[config.mk]
export PLATFORM = sky130hd
export DESIGN_NAME = scurve_scan_control
export DESIGN_NICKNAME = d
export VERILOG_FILES = /design/src/rtl/scurve_scan_control.sv
export SDC_FILE = /design/constraint.sdc
export NUM_CORES = 1
export LEC_CHECK = 0
export ABC_AREA = 1
export BUFFER_PORTS_ARGS = -buffer_cell sky130_fd_sc_hd__buf_4
export CORE_ASPECT_RATIO = 1.25
export CORE_MARGIN = 1
export CORE_UTILIZATION = 56
export DETAILED_ROUTE_END_ITERATION = 10
export GPL_TIMING_DRIVEN = 0
export PLACE_DENSITY = 0.91
export SKIP_LAST_GASP = 1
export SLEW_MARGIN = 30
export SYNTH_ARGS = -nofsm -noshare
export SYNTH_HDL_FRONTEND = slang
export SYNTH_SLANG_ARGS = --single-unit
[constraint.sdc]
create_clock -name Clk -period 7.4 [get_ports Clk]
set_clock_uncertainty 0.15 [all_clocks]
set_input_delay 0.37 -clock Clk [delete_from_list [all_inputs] [get_ports Clk]]
set_output_delay 0.37 -clock Clk [all_outputs]
set_load 0.02 [all_outputs]
[src/rtl/scurve_scan_control.sv]
// S-curve scan sequencer: steps the DAC threshold and channel, configures the
// ASIC for each point, fires the tester and frames its data into the USB FIFO.
//
// state     | meaning
// IDLE      | waiting for a Scan_Start rising edge
// WR_START  | write the start marker once the FIFO has room
// CONFIG    | raise Config_Req with the current dac/chn
// WAIT_CFG  | hold the request until Config_Done
// WR_HEADER | write the {chn, dac} point header once the FIFO has room
// FIRE      | one-cycle tester start, clear the word counter
// COLLECT   | forward tester words until One_Channel_Done
// NEXT      | advance channel, then DAC threshold
// WR_TAIL   | write the tail marker once the FIFO has room
// DONE      | one-cycle Scan_Done pulse
module scurve_scan_control #(
  parameter logic [15:0] START_MARK    = 16'h5A5A,
  parameter logic [15:0] TAIL_MARK     = 16'hA5A5,
  parameter int          WORDS_PER_CHN = 6
) (
  input  logic        Clk,
  input  logic        reset_n,
  input  logic        Scan_Start,
  input  logic [9:0]  Start_Dac,
  input  logic [9:0]  End_Dac,
  input  logic [9:0]  Dac_Step,
  input  logic        Single_Chn_Mode,
  input  logic [5:0]  Single_Chn_Sel,
  output logic [9:0]  Config_Dac,
  output logic [5:0]  Config_Chn,
  output logic        Config_Req,
  input  logic        Config_Done,
  output logic        SCurve_Test_Start,
  input  logic        One_Channel_Done,
  input  logic [15:0] SCurve_Data,
  input  logic        SCurve_Data_wr_en,
  input  logic        Out_Fifo_Full,
  output logic [15:0] Out_Data,
  output logic        Out_Data_wr_en,
  output logic        Scan_Done,
  output logic        Scan_Busy,
  output logic        Overflow,
  output logic        Count_Err
);

  localparam logic [3:0] WPC = 4'(WORDS_PER_CHN);

  typedef enum logic [3:0] {
    IDLE, WR_START, CONFIG, WAIT_CFG, WR_HEADER, FIRE, COLLECT, NEXT, WR_TAIL, DONE
  } state_t;

  state_t      state_q, state_d;
  logic [9:0]  dac_q, dac_d;
  logic [5:0]  chn_q, chn_d;
  logic [3:0]  wcnt_q, wcnt_d;
  logic [15:0] out_data_q, out_data_d;
  logic        out_wr_q, out_wr_d;
  logic        overflow_q, overflow_d;
  logic        cnt_err_q, cnt_err_d;
  logic        start_q;

  logic        start_rise;
  logic [10:0] dac_next;
  logic [3:0]  wcnt_inc;
  logic [3:0]  wcnt_at_done;

  assign start_rise   = Scan_Start & ~start_q;
  assign dac_next     = {1'b0, dac_q} + {1'b0, Dac_Step};
  // Saturate so a runaway tester cannot wrap the counter back onto a good value.
  assign wcnt_inc     = (wcnt_q == 4'hF) ? wcnt_q : wcnt_q + 4'd1;
  assign wcnt_at_done = SCurve_Data_wr_en ? wcnt_inc : wcnt_q;

  always_ff @(posedge Clk or negedge reset_n) begin
    if (!reset_n) begin
      state_q    <= IDLE;
      dac_q      <= '0;
      chn_q      <= '0;
      wcnt_q     <= '0;
      out_data_q <= '0;
      out_wr_q   <= 1'b0;
      overflow_q <= 1'b0;
      cnt_err_q  <= 1'b0;
      start_q    <= 1'b0;
    end else begin
      state_q    <= state_d;
      dac_q      <= dac_d;
      chn_q      <= chn_d;
      wcnt_q     <= wcnt_d;
      out_data_q <= out_data_d;
      out_wr_q   <= out_wr_d;
      overflow_q <= overflow_d;
      cnt_err_q  <= cnt_err_d;
      start_q    <= Scan_Start;
    end
  end

  always_comb begin
    state_d    = state_q;
    dac_d      = dac_q;
    chn_d      = chn_q;
    wcnt_d     = wcnt_q;
    out_data_d = out_data_q;
    out_wr_d   = 1'b0;
    overflow_d = overflow_q;
    cnt_err_d  = cnt_err_q;

    // Abort wins over everything; a write registered last cycle still drains.
    if (state_q != IDLE && !Scan_Start) begin
      state_d = IDLE;
    end else begin
      case (state_q)
        IDLE: begin
          if (start_rise) begin
            dac_d      = Start_Dac;
            chn_d      = Single_Chn_Mode ? Single_Chn_Sel : 6'd0;
            overflow_d = 1'b0;
            cnt_err_d  = 1'b0;
            state_d    = WR_START;
          end
        end
        WR_START: begin
          if (!Out_Fifo_Full) begin
            out_wr_d   = 1'b1;
            out_data_d = START_MARK;
            state_d    = (Start_Dac > End_Dac) ? WR_TAIL : CONFIG;
          end
        end
        CONFIG: state_d = Config_Done ? WR_HEADER : WAIT_CFG;
        WAIT_CFG: begin
          if (Config_Done) state_d = WR_HEADER;
        end
        WR_HEADER: begin
          if (!Out_Fifo_Full) begin
            out_wr_d   = 1'b1;
            out_data_d = {chn_q, dac_q};
            state_d    = FIRE;
          end
        end
        FIRE: begin
          wcnt_d  = '0;
          state_d = COLLECT;
        end
        COLLECT: begin
          if (SCurve_Data_wr_en) begin
            wcnt_d = wcnt_inc;
            if (Out_Fifo_Full) begin
              overflow_d = 1'b1;
            end else begin
              out_wr_d   = 1'b1;
              out_data_d = SCurve_Data;
            end
          end
          if (One_Channel_Done) begin
            if (wcnt_at_done != WPC) cnt_err_d = 1'b1;
            state_d = NEXT;
          end
        end
        NEXT: begin
          if (!Single_Chn_Mode && chn_q != 6'd63) begin
            chn_d   = chn_q + 6'd1;
            state_d = CONFIG;
          end else begin
            chn_d = Single_Chn_Mode ? Single_Chn_Sel : 6'd0;
            if (Dac_Step == 10'd0 || dac_next > {1'b0, End_Dac} || dac_next[10]) begin
              state_d = WR_TAIL;
            end else begin
              dac_d   = dac_next[9:0];
              state_d = CONFIG;
            end
          end
        end
        WR_TAIL: begin
          if (!Out_Fifo_Full) begin
            out_wr_d   = 1'b1;
            out_data_d = TAIL_MARK;
            state_d    = DONE;
          end
        end
        DONE:    state_d = IDLE;
        default: state_d = IDLE;
      endcase
    end
  end

  assign Config_Dac        = dac_q;
  assign Config_Chn        = chn_q;
  assign Config_Req        = (state_q == CONFIG) || (state_q == WAIT_CFG);
  assign SCurve_Test_Start = (state_q == FIRE) && Scan_Start;
  assign Scan_Done         = (state_q == DONE) && Scan_Start;
  assign Scan_Busy         = (state_q != IDLE);
  assign Out_Data          = out_data_q;
  assign Out_Data_wr_en    = out_wr_q;
  assign Overflow          = overflow_q;
  assign Count_Err         = cnt_err_q;

endmodule
==> results by group, run 1 <==
Clock network
  – Setup Fix Bufs, Post-CTS: 0
  – CTS sink cnt: 44
  – Clk Tree Root Cell: clkbuf_8
  – Hold buffer count at cts: 1
  – # resized after CTS: 0
  – Clock slew at reported path FFs: 80 ps
  – H-tree depth: 2
  – Number of buffers created by CTS: 5
  – Clk buf depth: 2
  – Clock Latency Late Sink: 300 ps
  – TritonCTS clock tree: done

Synth
  – Largest cells by area after synthesis: dfrtp_1, nand2_1, ha_1, inv_1, nor2_1
  – Synth Area in Compound Gates: 0.168
  – Share of synthesized registers carrying an async set or reset: 1.00
  – Mux cell area share after synthesis: 0.0173
  – Post-Syn Area: 3470 sq um
  – Number of enable flip-flop cells after synthesis: 0
  – Main synth FF type: dfrtp_1
  – Simple-gate area share of the yosys netlist: 0.271
  – Largest family of logic cells by synthesized area: simple AND/OR/NAND/NOR gates
  – Syn nets: 560
  – Top-count cell post-synth: nand2_1
  – Largest area contributor in the netlist: dfrtp_1
  – Post-Synth Adder-Cell Area: 0.121
  – Mean area per synthesized cell: 7.44 sq um
  – Synth Area in XOR/XNOR: 0.0252
  – Seq/Total Area, Yosys: 0.317
  – Post-Synthesis Cells: 467
  – YS warnings: 0
  – Synth top area share: 0.317
  – Synth cell types: 43
  – Top cell types by occurrence after synthesis: nand2_1, inv_1, dfrtp_1
  – Synth Register Bits: 44

Setup path
  – Worst R2R End: Config_Dac[4]
  – Max stage delay on crit path: 450 ps
  – Slowest cell on the critical path: dfrtp_1
  – Startpoint Class: flip-flop
  – Reg-to-reg setup timing slack: 4060 ps
  – Cell chain of the critical path: ha_1 -> fa_1 -> nand3_1 -> nand2_1 -> nand2_1 -> nand2_1 -> xor2_1 -> ha_1 -> nand2_1 -> nor2_1 -> nand2_1 -> nand3_1 -> nand2_1 -> nand2_1 -> nand2_1 -> nand2_1 -> nand2_2 -> nand2_4 -> buf_6 -> o21ai_2
  – Reg-to-reg startpoint: Config_Dac[0]
  – Family with the most delay on the worst path: simple AND/OR/NAND/NOR gates
  – Max FO, Critical Path: 10
  – Setup CP Type: reg2reg
  – Setup crit end kind: flip-flop
  – Worst Path Required: 7430 ps
  – CP bufs+invs: 1
  – Worst path most repeated cell: nand2_1
  – R2R depth: 20
  – Worst Path Arrival: 3370 ps

Hold path
  – HP Class: in2reg
  – Worst Hold End: start_q
  – Worst Hold Launch: Scan_Start
  – Hold depth: 1

Finish
  – Fraction of layout cells with a size suffix above 1: 0.241
  – Filler instances: 464
  – Area grow syn2layout: 27.7%
  – Design Area, Final: 4440 sq um
  – Diodes inserted: 0
  – Fin cells: 655
  – NumNets Final: 665

Routing
  – Via count: 3709
  – Post-route ant nets: 0
  – Residual DRC: 0
  – Vias per Instance: 5.66
  – DRT iter0 DRCs: 317
  – Routed wire length: 9960 um
  – Wire length per cell: 15.2 um
  – Initial DRT Pass Iterations: 5

Job
  – Max cap viols: 0

Global route
  – Vias in the first global route: 3691
  – Initial antenna violation count: 0
  – Grt total ovfl: 0
  – Largest net degree at the start of global routing: 45
  – Gr usage total: 0.315
  – First-pass GRT wire length: 16300 um

Power
  – VDD IR max: 0.205 mV
  – Power density over the cells: 426 nW/um^2
  – Pwr Total: 1.89 mW
  – LEAKAGE: 2.40 nW

STA
  – Final slew viol count: 0
  – Worst-margin pin slew: 587 ps
  – Setup violators final: 0
  – Period Utilization, post-route: 0.451
  – Setup TNS: 0 ps
  – Unrepaired setup endpoints after global routing: no
  – Max_slew headroom: 0.609
  – Min cycle time layout: 3340 ps
  – Hold Violations, Final: 0
  – Fmax: 300 MHz

Floorplanning
  – Starting Density: 0.589
  – Core area: 5900 sq um
  – Site row count: 31
  – Die Height: 90.1 um
  – Die area: 6520 sq um
  – # IOs: 99
  – Die X: 72.4 um

Outcome
  – Status: finished clean

Place
  – IO Port Bufs: 97
  – GP Congestion: 0.917
  – Post-placement cell count: 646
  – DP Area: 4300 sq um
  – DP Wirelength: 7950 um
==> per-stage QoR <==
stage,setup slack [ps],hold WS (ps),utilization
after detailed placement,4040,238,0.730
after global routing,3750,35.7,0.752
after global placement,4090,237,0.730
final,4060,39.8,0.752
after floorplan,4380,-75.6,-
after CTS,4070,34.5,0.752
==> sequential cells by signal (all words and copies together) (netlist names) <==
signal and cells:
Config_Chn 6, Out_Data 16, start_q 1, Out_Data_wr_en 1, Config_Dac 10, state_q 4, wcnt_q 4, Overflow 1
Count_Err 1
==> power by group <==
| part | internal, mW | switching [mW] | total, mW |
|---|---|---|---|
| registers | 0.351 | 0.123 | 0.474 |
| logic | 0.475 | 0.745 | 1.22 |
| clock network | 0.110 | 0.0838 | 0.194 |
==> worst max-delay path by stage <==
stage	to	slack, ps	depth (start not counted)	startpoint
CTS	Config_Dac[4]	4070	20	Config_Dac[0]
detailed placement	Config_Dac[4]	4040	21	Dac_Step[0]
global route	Config_Dac[8]	3750	23	Config_Dac[0]
finish	Config_Dac[4]	4060	20	Config_Dac[0]
global placement	Config_Dac[0]	4090	21	Dac_Step[0]
floorplan	Config_Dac[8]	4380	23	Config_Dac[0]
==> cells in the final DEF, fill, tap and decap left out, types with 3 or more instances in the layout <==
cell,count
clkbuf_1,3
nand2_2,4
nand2_1,122
a21o_1,4
nor2_1,38
nor3_1,5
clkbuf_8,6
xor2_1,8
buf_4,97
ha_1,32
o21ai_1,3
nand2_4,5
buf_2,3
o21ai_0,26
a221oi_1,7
o211ai_1,3
mux2i_1,6
nand3_1,28
nand4_1,5
a41oi_1,3
inv_1,55
a21oi_1,22
a31oi_1,7
dfrtp_1,44
o21ai_2,8
==> cell families (layout without fill, tap and decap cells) <==
family / after synthesis / after routing
muxes: 6 / 6
xor gates and xnor gates: 10 / 10
adders and majority gates: 33 / 33
buffers and inverters: 69 / 175
DFF: 44 / 44
AOI/OAI and AO/OA: 91 / 91
and+or+nand+nor: 214 / 214
==> layer usage <==
layer | up-vias | GRT usage | part of all wire
li1 | 1775 | - | -
met1 | 1725 | 0.366 | 0.39
met2 | 175 | 0.548 | 0.51
met3 | 34 | 0.0359 | 0.055
met4 | 0 | 0.175 | 0.044
met5 | - | 0 | 0
==> layout make-up <==
type	count	area (sq um)	share of cell area
multi-input combinational	354	2090	0.472
sequential	44	1100	0.248
timing repair buffer	98	738	0.166
inverter	61	239	0.0539
tap	82	103	0.0231
clock buffer	6	82.6	0.0186
buffer	8	41.3	0.00931
clock inverter	2	38.8	0.00874
Power figures use the tool's default switching activity.
==> run 2, diff against run 1 <==
ABC_AREA = 0   (was 1)
CORE_UTILIZATION = 54   (was 56)
PLACE_DENSITY = 0.88   (was 0.91)
clock period = 3.2 ns   (was 7.4 ns; I/O delays follow)
==> results by group, run 2 <==
Outcome
  – Status: finished with violations
  – Violated checks: setup timing

Finish
  – Area grow syn2layout: 40.8%
  – Sequential cell area: 1110 sq um
  – NumNets Final: 663
  – Fin cells: 656
  – Filler instances: 432
  – Max reg flops: 16
  – Commonest cells after routing, fill and taps aside: buf_4, nor2_1, dfrtp_1
  – Multi-input combinational cell area: 2560 sq um
  – Fraction of layout cells with a size suffix above 1: 0.333
  – Finished Core Util: 0.802
  – Most common cell after layout, fill and taps aside: buf_4
  – Design Area, Final: 5070 sq um
  – Diodes inserted: 0

Synth
  – Post-Syn Area: 3600 sq um
  – Synth Register Bits: 44
  – Main synth FF type: dfrtp_1
  – Syn nets: 528
  – Top-count cell post-synth: nor2_1
  – Post-Synthesis Cells: 435
  – Top cell types by occurrence after synthesis: nor2_1, dfrtp_1, nand2_1
  – Synth top area share: 0.305
  – Synth cell types: 57
  – Mean area per synthesized cell: 8.29 sq um
  – Largest cells by area after synthesis: dfrtp_1, ha_1, o21ai_0, a21oi_1, nor2_1
  – Share of synthesized registers carrying an async set or reset: 1.00
  – YS warnings: 0
  – Number of enable flip-flop cells after synthesis: 0
  – Seq/Total Area, Yosys: 0.305
  – Largest area contributor in the netlist: dfrtp_1

STA
  – Fmax: 274 MHz
  – Final slew viol count: 0
  – Min cycle time layout: 3650 ps
  – Setup violators final: 12
  – WHS: 4.91 ps
  – Unrepaired setup endpoints after global routing: yes
  – Setup TNS: -4660 ps
  – Fin worst setup slack: -446 ps
  – Hold Violations, Final: 0
  – Worst-margin pin slew: 724 ps
  – Max_slew headroom: 0.505
  – Period Utilization, post-route: 1.14

Place
  – GP Congestion: 0.954
  – DP Area: 4520 sq um
  – IO Port Bufs: 97
  – DP Wirelength: 8530 um
  – Post-placement cell count: 617

Floorplanning
  – Die area: 7010 sq um
  – Starting Density: 0.570
  – Die Height: 93.3 um
  – Site row count: 32
  – Die X: 75.1 um
  – # IOs: 99
  – Core area: 6330 sq um

Routing
  – Residual DRC: 0
  – Initial DRT Pass Iterations: 4
  – Via count: 4155
  – Post-route ant nets: 0
  – Wire length per cell: 19.3 um
  – Routed wire length: 12600 um
  – DRT iter0 DRCs: 348
  – Vias per Instance: 6.33

Job
  – Max cap viols: 0

Clock network
  – Clock Latency Late Sink: 300 ps
  – Clk buf depth: 2
  – H-tree depth: 2
  – Clk Tree Root Cell: clkbuf_8
  – Clock slew at reported path FFs: 90 ps
  – TritonCTS clock tree: done
  – CTS sink cnt: 44
  – Number of buffers created by CTS: 5

Setup path
  – Setup CP Type: reg2reg
  – Worst Path Required: 3300 ps
  – Setup crit end kind: flip-flop
  – Worst Path Arrival: 3740 ps
  – Max FO, Critical Path: 7
  – Startpoint Class: flip-flop

Global route
  – Vias in the first global route: 4033
  – Initial antenna violation count: 0
  – Gr usage total: 0.354
  – Grt total ovfl: 0
  – Largest net degree at the start of global routing: 45
  – First-pass GRT wire length: 18900 um

Power
  – Power density over the cells: 938 nW/um^2
  – VDD IR max: 0.677 mV
  – LEAKAGE: 2.27 nW

Hold path
  – HP Class: in2reg
run 2: critical path: stages (launching register included):
cell	delay, ps
dfrtp_2	440
ha_4	170
buf_6	120
a211oi_4	300
o211ai_1	200
a31o_2	270
a21oi_2	170
xnor2_2	160
ha_4	240
a21o_1	170
nor2_2	100
o221ai_2	110
o211a_1	300
nor3b_4	290
buf_6	200
o221a_4	200
run 2: final timing paths:
path	start	end	slack [ps]	cells past startpoint
min in group asynchronous	reset_n	Count_Err	250	2
max in group asynchronous	reset_n	Config_Dac[6]	2220	2
worst min-delay path	Single_Chn_Sel[3]	Config_Chn[3]	5	3
worst min register to register	Count_Err	Count_Err	370	2
worst max-delay path	Config_Dac[0]	Config_Dac[1]	-450	15
worst max register to register	Config_Dac[0]	Config_Dac[1]	-450	15
run 2: area by class of cell:
| cell class | instances | share of cell area |
|---|---|---|
| inverter | 26 | 0.0192 |
| clock buffer | 5 | 0.0136 |
| sequential | 44 | 0.218 |
| multi-input combinational | 345 | 0.505 |
| clock inverter | 3 | 0.00912 |
| timing repair buffer | 128 | 0.196 |
| buffer | 20 | 0.0175 |
| tap | 85 | 0.0210 |
run 2: power breakdown:
group	internal (mW)	switching [mW]	total, mW
Combinational	1.58	1.69	3.28
Clock	0.235	0.210	0.446
Sequential	0.764	0.277	1.04
run 2: cell families (layout without fill, tap and decap cells):
logic type | Yosys count | count (layout) | synth area share
AOI/OAI and AO/OA | 127 | 127 | 0.226
muxes | 22 | 22 | 0.0653
and+or+nand+nor | 154 | 154 | 0.213
xor gates and xnor gates | 9 | 9 | 0.0219
buffers and inverters | 46 | 182 | 0.0517
adders and majority gates | 33 | 33 | 0.117
DFF | 44 | 44 | 0.305
run 2: stage by stage:
| stage | power [mW] | setup WS [ps] |
|---|---|---|
| after CTS | 4.42 | -366 |
| after global placement | 3.28 | -532 |
| final | 4.76 | -446 |
| after floorplan | 2.56 | -182 |
| after detailed placement | 3.38 | -571 |
| after global routing | 5.00 | -510 |
run 2: per-layer routing:
metal | track usage | vias to the layer above | wire length (um)
met4 | 0.187 | 0 | 630
met1 | 0.410 | 1963 | 4700
met3 | 0.0420 | 57 | 877
met5 | 0 | - | 0
met2 | 0.622 | 267 | 6440
li1 | - | 1868 | -
run 2: what timing repair did:
item	CTS	global route
hold buffers	5	1
setup endpoints to repair	12	12
setup buffers	19	6
endpoints found under the hold margin	48	1
resized for setup	24	5
pin swaps	20	18
==> run 3, diff against run 2 <==
GPL_TIMING_DRIVEN = not set   (was 0)
==> results by group, run 3 (synthesis gave the netlist of run 2 again) <==
Power
  – VDD IR max: 0.639 mV
  – LEAKAGE: 2.31 nW
  – Power density over the cells: 891 nW/um^2

Setup path
  – Worst Path Arrival: 3630 ps
  – Worst Path Required: 3300 ps
  – Setup CP Type: reg2reg
  – Family with the most delay on the worst path: compound AO/OA/AOI/OAI gates
  – Cell chain of the critical path: ha_4 -> a211oi_4 -> buf_4 -> buf_4 -> buf_4 -> o21bai_1 -> a21oi_1 -> xnor2_1 -> ha_1 -> nand3_2 -> nor3_2 -> a31oi_2 -> o211a_1 -> nor3b_4 -> buf_6 -> o221a_2
  – CP bufs+invs: 4
  – Reg-to-reg startpoint: Config_Dac[1]
  – Worst path most repeated cell: buf_4
  – Startpoint Class: flip-flop
  – Slowest cell on the critical path: dfrtp_2
  – Max FO, Critical Path: 7
  – CP startpoint: Config_Dac[1]
  – Setup crit end kind: flip-flop
  – Max stage delay on crit path: 450 ps

Routing
  – Residual DRC: 0
  – Routed wire length: 12400 um
  – Vias per Instance: 6.33
  – Wire length per cell: 18.8 um
  – Post-route ant nets: 0
  – Initial DRT Pass Iterations: 5
  – DRT iter0 DRCs: 296
  – Via count: 4152

Global route
  – Vias in the first global route: 4052
  – Gr usage total: 0.360
  – First-pass GRT wire length: 19000 um
  – Initial antenna violation count: 0
  – Grt total ovfl: 0
  – Largest net degree at the start of global routing: 45

Floorplanning
  – Die Height: 93.3 um
  – Starting Density: 0.570
  – Core area: 6330 sq um
  – # IOs: 99
  – Die area: 7010 sq um
  – Site row count: 32
  – Die X: 75.1 um

STA
  – Fin worst setup slack: -334 ps
  – Final slew viol count: 0
  – Max_slew headroom: 0.415
  – Period Utilization, post-route: 1.10
  – Unrepaired setup endpoints after global routing: yes
  – WHS: -0.965 ps
  – Setup violators final: 12
  – Hold Violations, Final: 1
  – Worst-margin pin slew: 856 ps
  – Min cycle time layout: 3530 ps
  – Fmax: 283 MHz

Finish
  – Most common cell after layout, fill and taps aside: buf_4
  – Fraction of layout cells with a size suffix above 1: 0.352
  – Max reg flops: 16
  – Commonest cells after routing, fill and taps aside: buf_4, nor2_1, dfrtp_1
  – Diodes inserted: 0
  – NumNets Final: 663
  – Area grow syn2layout: 41.2%
  – Finished Core Util: 0.805

Outcome
  – Status: finished with violations
  – Violated checks: hold timing, setup timing

Job
  – Max cap viols: 0

Place
  – IO Port Bufs: 98
  – DP Wirelength: 8920 um
  – Setup WS pre-CTS: -243 ps
  – GP Congestion: 0.876

Clock network
  – Clock slew at reported path FFs: 90 ps
  – Clock Latency Late Sink: 310 ps
  – Number of buffers created by CTS: 5
  – Clk buf depth: 2
  – TritonCTS clock tree: done
  – Clk Tree Root Cell: clkbuf_8
  – H-tree depth: 2
  – CTS sink cnt: 44

Hold path
  – HP Class: in2reg
  – Worst Hold Launch: Start_Dac[0]
## run 3: cell count changes in the layout (fill, tap and decap cells not counted), sizes merged
cell         change
clkbuf          -15
buf             +12
dlygate4sd3      +3
## run 3: metal layers
layer  wire (um)  up-vias  GRT usage
li1            -     1870          -
met1        4570     1974      0.414
met2        6320      248      0.628
met3         869       60     0.0571
met4         605        0      0.184
met5           0        -          0
## run 3: power breakdown
group / internal, mW / switching [mW] / total (mW)
logic: 1.42 / 1.63 / 3.05
registers: 0.763 / 0.271 / 1.03
clock network: 0.236 / 0.217 / 0.453
## run 3: timing repair
action / 4_1_cts / 5_1_grt
buffers inserted: 9 / 3
gates cloned: 0 / 0
endpoints found under the setup margin: 11 / 12
pin swaps: 12 / 6
resized for setup: 13 / 11
hold buffers: 7 / 2
endpoints found under the hold margin: 50 / 2
## run 3: per-stage QoR
step	hold WS [ps]	power (mW)	setup TNS (ps)	instances	cell area, sq um
final	-0.965	4.54	-3560	656	5090
after global routing	4.48	4.80	-4680	656	5090
after CTS	3.74	4.26	-2250	652	5000
after detailed placement	43.5	3.57	-2150	628	4660
after global placement	37.9	3.49	-1200	628	4660
after floorplan	-286	2.56	-492	435	3690
## run 3: path summary, 6_finish.rpt
path,to,slack [ps],cells after the start
max,Config_Dac[1],-330,16
min,Config_Dac[0],-1,2
max reg2reg,Config_Dac[1],-330,16
min reg2reg,Count_Err,360,2
max in group asynchronous,Config_Dac[3],2240,2
min in group asynchronous,wcnt_q[3],230,2
## run 3: layout make-up
| cell class | count | area (sq um) |
|---|---|---|
| Inverter | 26 | 97.6 |
| Fill cell | 443 | 1240 |
| Clock inverter | 3 | 46.3 |
| Timing Repair Buffer | 148 | 1140 |
| Sequential cell | 44 | 1110 |
| Tap cell | 85 | 106 |
| Multi-Input combinational cell | 345 | 2520 |
| Clock buffer | 5 | 68.8 |
## run 3: worst reg2reg max path: stages (launching register included)
cell      delay (ps)
dfrtp_2          450
ha_4             260
a211oi_4         210
buf_4            140
buf_4             90
buf_4             90
o21bai_1          80
a21oi_1          230
xnor2_1          150
ha_1             310
nand3_2          100
nor3_2           230
a31oi_2          150
o211a_1          190
nor3b_4          270
buf_6            180
o221a_2          190
